===== src/rtl/uart_tx_feeder_pkg.sv =====
// uart_pkg: shared state encoding for the UART transmit feeder
package uart_pkg;
  typedef enum logic [1:0] {IDLE = 2'd0, LOAD = 2'd1, WAIT_BUSY = 2'd2, WAIT_DONE = 2'd3} state_t;
endpackage


===== src/rtl/uart_tx_feeder_if.sv =====
// uart_tx_feeder_if: host write port (wr_data/wr_en/full/empty/count/overflow) and transmitter port (p_data/data_valid/busy)
interface uart_tx_feeder_if #(parameter int DATA_WIDTH = 8, parameter int DEPTH = 16);
  logic [DATA_WIDTH-1:0] wr_data;
  logic wr_en;
  logic full;
  logic empty;
  logic [$clog2(DEPTH):0] count;
  logic overflow;
  logic [DATA_WIDTH-1:0] p_data;
  logic data_valid;
  logic busy;
  modport master (output wr_data, wr_en, busy, input full, empty, count, overflow, p_data, data_valid);
  modport slave (input wr_data, wr_en, busy, output full, empty, count, overflow, p_data, data_valid);
endinterface


===== src/rtl/uart_sync_fifo.sv =====
// uart_sync_fifo: DEPTH-word FIFO; in clk/rst/push/pop/wr_data, out rd_data/count/full/empty/overflow (registered drop pulse)
module uart_sync_fifo #(
  parameter int DATA_WIDTH = 8,
  parameter int DEPTH = 16
) (
  input  logic clk,
  input  logic rst,
  input  logic push,
  input  logic pop,
  input  logic [DATA_WIDTH-1:0] wr_data,
  output logic [DATA_WIDTH-1:0] rd_data,
  output logic [$clog2(DEPTH):0] count,
  output logic full,
  output logic empty,
  output logic overflow
);
  localparam int AW = $clog2(DEPTH);
  logic [DATA_WIDTH-1:0] mem [DEPTH];
  logic [AW-1:0] wr_ptr, rd_ptr;
  logic wr_ok, rd_ok;
  assign full = count == (AW+1)'(DEPTH);
  assign empty = count == '0;
  assign wr_ok = push && !full;
  assign rd_ok = pop && !empty;
  assign rd_data = mem[rd_ptr];
  always_ff @(posedge clk or posedge rst) begin
    if (rst) begin
      wr_ptr <= '0;
      rd_ptr <= '0;
      count <= '0;
      overflow <= 1'b0;
    end else begin
      if (wr_ok) wr_ptr <= wr_ptr + 1'b1;
      if (rd_ok) rd_ptr <= rd_ptr + 1'b1;
      count <= count + (AW+1)'(wr_ok) - (AW+1)'(rd_ok);
      overflow <= push && full;
    end
  end
  always_ff @(posedge clk) begin
    if (wr_ok) mem[wr_ptr] <= wr_data;
  end
endmodule


===== src/rtl/uart_tx_feeder.sv =====
// uart_tx_feeder: buffers host words and offers them to the UART transmitter; ports clk, rst and bus (slave: host write side plus p_data/data_valid/busy)
module uart_tx_feeder
  import uart_pkg::*;
#(
  parameter int DATA_WIDTH = 8,
  parameter int DEPTH = 16,
  parameter int ACK_TIMEOUT = 4
) (
  input logic clk,
  input logic rst,
  uart_tx_feeder_if.slave bus
);
  localparam int TW = $clog2(ACK_TIMEOUT + 1);
  state_t state, state_n;
  logic [TW-1:0] tcnt, tcnt_n;
  logic pop;
  logic [DATA_WIDTH-1:0] rd_data;
  uart_sync_fifo #(.DATA_WIDTH(DATA_WIDTH), .DEPTH(DEPTH)) u_fifo (
    .clk(clk),
    .rst(rst),
    .push(bus.wr_en),
    .pop(pop),
    .wr_data(bus.wr_data),
    .rd_data(rd_data),
    .count(bus.count),
    .full(bus.full),
    .empty(bus.empty),
    .overflow(bus.overflow)
  );
  // WAIT_BUSY spends ACK_TIMEOUT cycles, so offers repeat every ACK_TIMEOUT+1 cycles
  always_comb begin
    state_n = state;
    tcnt_n = tcnt;
    pop = 1'b0;
    unique case (state)
      IDLE: if (!bus.empty && !bus.busy) begin
        state_n = LOAD;
        pop = 1'b1;
        tcnt_n = '0;
      end
      LOAD: begin
        state_n = WAIT_BUSY;
        tcnt_n = '0;
      end
      WAIT_BUSY: if (bus.busy) state_n = WAIT_DONE;
      else if (tcnt == TW'(ACK_TIMEOUT - 1)) begin
        state_n = LOAD;
        tcnt_n = '0;
      end else tcnt_n = tcnt + 1'b1;
      WAIT_DONE: state_n = bus.busy ? WAIT_DONE : IDLE;
    endcase
  end
  always_ff @(posedge clk or posedge rst) begin
    if (rst) begin
      state <= IDLE;
      tcnt <= '0;
      bus.p_data <= '0;
      bus.data_valid <= 1'b0;
    end else begin
      state <= state_n;
      tcnt <= tcnt_n;
      bus.data_valid <= state_n == LOAD;
      if (pop) bus.p_data <= rd_data;
    end
  end
endmodule


===== src/flat_wrapper.sv =====
// flat-port wrapper written by rule: the top's interface ports become plain ports
module uart_tx_feeder_flat import uart_pkg::*;
#(
  parameter int DATA_WIDTH = 8,
  parameter int DEPTH = 16,
  parameter int ACK_TIMEOUT = 4
)
  (clk, rst, bus_wr_data, bus_wr_en, bus_busy, bus_full, bus_empty, bus_count, bus_overflow, bus_p_data, bus_data_valid);
  uart_tx_feeder_if #(.DATA_WIDTH(DATA_WIDTH), .DEPTH(DEPTH)) bus_i ();
  input logic clk;
  input logic rst;
  input wire logic [$bits(bus_i.wr_data)-1:0] bus_wr_data;
  input wire logic [$bits(bus_i.wr_en)-1:0] bus_wr_en;
  input wire logic [$bits(bus_i.busy)-1:0] bus_busy;
  output wire logic [$bits(bus_i.full)-1:0] bus_full;
  output wire logic [$bits(bus_i.empty)-1:0] bus_empty;
  output wire logic [$bits(bus_i.count)-1:0] bus_count;
  output wire logic [$bits(bus_i.overflow)-1:0] bus_overflow;
  output wire logic [$bits(bus_i.p_data)-1:0] bus_p_data;
  output wire logic [$bits(bus_i.data_valid)-1:0] bus_data_valid;
  assign bus_i.wr_data = bus_wr_data;
  assign bus_i.wr_en = bus_wr_en;
  assign bus_i.busy = bus_busy;
  assign bus_full = bus_i.full;
  assign bus_empty = bus_i.empty;
  assign bus_count = bus_i.count;
  assign bus_overflow = bus_i.overflow;
  assign bus_p_data = bus_i.p_data;
  assign bus_data_valid = bus_i.data_valid;
  uart_tx_feeder #(.DATA_WIDTH(DATA_WIDTH), .DEPTH(DEPTH), .ACK_TIMEOUT(ACK_TIMEOUT)) u_core (.clk(clk), .rst(rst), .bus(bus_i));
endmodule

===== config.mk =====
export PLATFORM = sky130hd
export DESIGN_NAME = uart_tx_feeder_flat
export DESIGN_NICKNAME = d
export VERILOG_FILES = /design/src/rtl/uart_tx_feeder_pkg.sv /design/src/rtl/uart_tx_feeder_if.sv /design/src/rtl/uart_sync_fifo.sv /design/src/rtl/uart_tx_feeder.sv /design/src/flat_wrapper.sv
export SDC_FILE = /design/constraint.sdc
export NUM_CORES = 1
export LEC_CHECK = 0
export CAP_MARGIN = 10
export CORE_MARGIN = 3
export CORE_UTILIZATION = 55
export CTS_BUF_LIST = sky130_fd_sc_hd__clkbuf_8
export CTS_CLUSTER_DIAMETER = 200
export DETAILED_ROUTE_END_ITERATION = 10
export GPL_ROUTABILITY_DRIVEN = 0
export PLACE_DENSITY = 0.79
export SLEW_MARGIN = 0
export SYNTH_ARGS = -nofsm -noshare
export SYNTH_HDL_FRONTEND = slang
export SYNTH_SLANG_ARGS = --single-unit

===== constraint.sdc =====
create_clock -name clk -period 2.5 [get_ports clk]
set_clock_uncertainty 0.15 [all_clocks]
set_input_delay 0.5 -clock clk [delete_from_list [all_inputs] [get_ports clk]]
set_output_delay 0.5 -clock clk [all_outputs]
set_load 0.05 [all_outputs]

==> out/results.ini <==
[drt]
drt-vias-per-instance=5.78
ant_nets=0
wire_per_inst_um=20.7
dr_total_vias=3253
drt_iter0_drc=280
drt_first_pass_iters=4
routed_wl_um=11700
drc=0

[sta]
max_freq_ghz=0.399
setup_viol=1
rsz0062_at_grt=true
holdWs_ps=279
fin_crit_sh_pct=100
slew_headroom_pct=58.0
drv_slew=0
worst_slack_ps=-5.18
hold_viol_final=0
tightest_slew_ps=629
post-route-min-period_ps=2510

[synthesis]
ys.flop_type=edfxtp_1
postSynthCellCount=345
ys_ff_latch=156
async_flop_share_pct=17.9
netlist_area_um2=6420
syn_area_per_cell_um2=18.6
synth_cell_type_count=42
synth.net_count=374
yosys_warnings=0
yosysSeqAreaShare_pct=70.7
synth-edff-count=128

[power]
p_per_area_nw_per_um2=1150
p_leak_nw=2.67
peakVddDrop_uv=1070
finalPower_mw=8.72

[place]
io_buffers=28
hpwl_um=7780
place_inst=528

[grt]
antenna_found_initial=0
grt-ovfl-total=0
grt.total_usage_pct=20.0
grt_pass1_vias=3385
grt_max_degree=35
grt_pass1_wl_um=18900

[floorplan]
row_count=38
fp.dieH_um=114
dieArea_um2=13000
coreArea_um2=11100
dieWidth_um=114
io_pins=29
initial_core_util_pct=57.7

[worst_setup_path]
endpoint_kind=flip-flop
cp.arrival_ps=2710
crit_top_cell=inv_2
cpPeakStageDelay_ps=410
worst-r2r-setup-slack_ps=-5
critPathTopFamily=adder cells
r2r_end=u_core.u_fifo.count[4]
crit_chain=inv_2 -> ha_4 -> nor4b_4 -> nor2_2 -> nand2_2 -> inv_4 -> ha_4 -> inv_2 -> ha_4 -> inv_2 -> fa_2 -> inv_2 -> a21oi_2 -> o21bai_1 -> xnor2_1
crit_path_start_kind=flip-flop
r2r_start=u_core.u_fifo.count[3]
worstPathRequired_ps=2700
cp.buffers_inverters=5
cpMaxStageDelayCell=dfrtp_2
path_class=flip-flop to flip-flop
r2r_cells=15
cp_max_fo=2

[finish]
diodes=0
fill_cells=729
instances_no_fill=563
drive_above_1_share_pct=35.0
area_growth_pct=18.1
layout.nets=440

[clock_tree]
clk_latency_ps=440
root_buffer=clkbuf_8
cts_tree=done
htree_levels=4
hold_buffers=0
clk_transition_reported_paths_ps=80
cts.sink_count=156
clk_path_buf_depth=2
cts_buffers=17

[flow_run]
maxCapViolations=0

[worst_hold_path]
holdCritPathClass=primary input to async pin

[outcome]
status=complete, but fails checks
failed_checks=setup timing

## cell families after synthesis
| family | share of synthesized area, % |
|---|---|
| AOI/OAI and AO/OA | 4.09 |
| xor gates and xnor gates | 1.36 |
| adders and majority gates | 3.43 |
| buffers and inverters | 2.80 |
| DFF | 70.7 |
| muxes | 13.0 |
| and+or+nand+nor | 4.62 |
## per-layer routing
metal	vias to the layer above	share of wire, %	track usage [%]
met5	-	0	0
met4	0	0.76	5.54
met3	8	4.7	5.92
met2	98	50	31.0
met1	1667	44	28.3
li1	1480	-	-
## stage by stage
step / TNS (ps) / cell area (µm²) / util [%] / worst slack, ps
final: -5.18 / 7590 / 68.2 / -5.18
after global routing: -105 / 7590 / 68.2 / -105
after CTS: -14.3 / 7580 / 68.1 / -14.3
after detailed placement: -1410 / 7170 / 64.5 / -231
after global placement: -210 / 7170 / 64.5 / -167
after floorplan: -2050 / 6560 / - / -671
## worst register-to-register path, stage by stage (launching register included)
cell and delay (ps):
dfrtp_2 410, inv_2 80, ha_4 130, nor4b_4 290, nor2_2 60, nand2_2 100, inv_4 50, ha_4 210
inv_2 60, ha_4 120, inv_2 30, fa_2 340, inv_2 60, a21oi_2 50, o21bai_1 160, xnor2_1 140
## flip-flops by register name, summed over array words and instances (netlist names)
register,cells
u_core.bus.data_valid,1
u_core.bus.p_data,8
u_core.state,2
u_core.u_fifo.overflow,1
u_core.tcnt,3
u_core.u_fifo.rd_ptr,4
u_core.u_fifo.wr_ptr,4
u_core.u_fifo.mem,128
u_core.u_fifo.count,5
## area by class of cell
class | instances | area [µm²] | share of cell area, %
Tap cell | 140 | 175 | 2.31
Inverter | 20 | 77.6 | 1.02
Timing Repair Buffer | 64 | 588 | 7.75
Multi-Input combinational cell | 152 | 1830 | 24.1
Clock buffer | 17 | 234 | 3.08
Sequential cell | 156 | 4550 | 60.0
Clock inverter | 14 | 130 | 1.71
## layout by cell type, fill, tap and decap left out, drive strengths merged, types with 2 or more instances in the layout
master	count
o21a	2
xor2	3
nor2	16
mux2	2
nor3	5
clkbuf	17
nand4	2
mux4	32
buf	38
o22ai	9
clkinv	10
o21ai	2
bufinv	2
dlymetal6s2s	2
xnor2	7
a21oi	3
ha	16
clkdlybuf4s50	24
nor4	4
nand2	10
edfxtp	128
inv	20
dfrtp	28
mux2i	9
nor2b	2
and2	7
clkinvlp	2
nand2b	2
a221oi	9
## how the worst max path moves through the flow
stage	slack (ps)	start	cells past startpoint	to
6_report	-5	u_core.u_fifo.count[3]	15	u_core.u_fifo.count[4]
5_1_grt	-100	u_core.u_fifo.count[3]	15	u_core.u_fifo.count[4]
4_1_cts	-10	u_core.u_fifo.count[3]	15	u_core.u_fifo.count[4]
3_5_place_dp	-230	bus_wr_en	12	u_core.u_fifo.count[4]
3_3_place_gp	-170	bus_wr_en	12	u_core.u_fifo.count[4]
2_1_floorplan	-670	u_core.u_fifo.count[3]	16	u_core.u_fifo.count[4]
## cell usage after synthesis, types with 4 or more instances
| library cell | number | area, µm² |
|---|---|---|
| edfxtp_1 | 128 | 3840 |
| mux4_2 | 32 | 721 |
| dfrtp_1 | 28 | 701 |
| inv_1 | 18 | 67.6 |
| ha_1 | 16 | 200 |
| nor2_1 | 15 | 56.3 |
| mux2i_1 | 9 | 90.1 |
| nand2_1 | 9 | 33.8 |
| o22ai_1 | 9 | 56.3 |
| a221oi_2 | 8 | 120 |
| xnor2_1 | 7 | 61.3 |
| and2_1 | 6 | 37.5 |
| buf_2 | 6 | 30.0 |
| nor3_1 | 5 | 25.0 |
| nor4_1 | 4 | 25.0 |
## power breakdown
| part | switching, mW | internal (mW) |
|---|---|---|
| logic | 1.85 | 1.57 |
| clock network | 0.862 | 0.863 |
| registers | 0.328 | 3.25 |
| total | 3.04 | 5.68 |
## what timing repair did
| action | CTS | global route |
|---|---|---|
| pin swaps | 4 | 0 |
| setup endpoints to repair | 1 | 3 |
| buffers inserted | 4 | 0 |
| gates cloned | 0 | 0 |
| resized for setup | 2 | 5 |
Note: power is estimated with default switching activity, not from simulation.
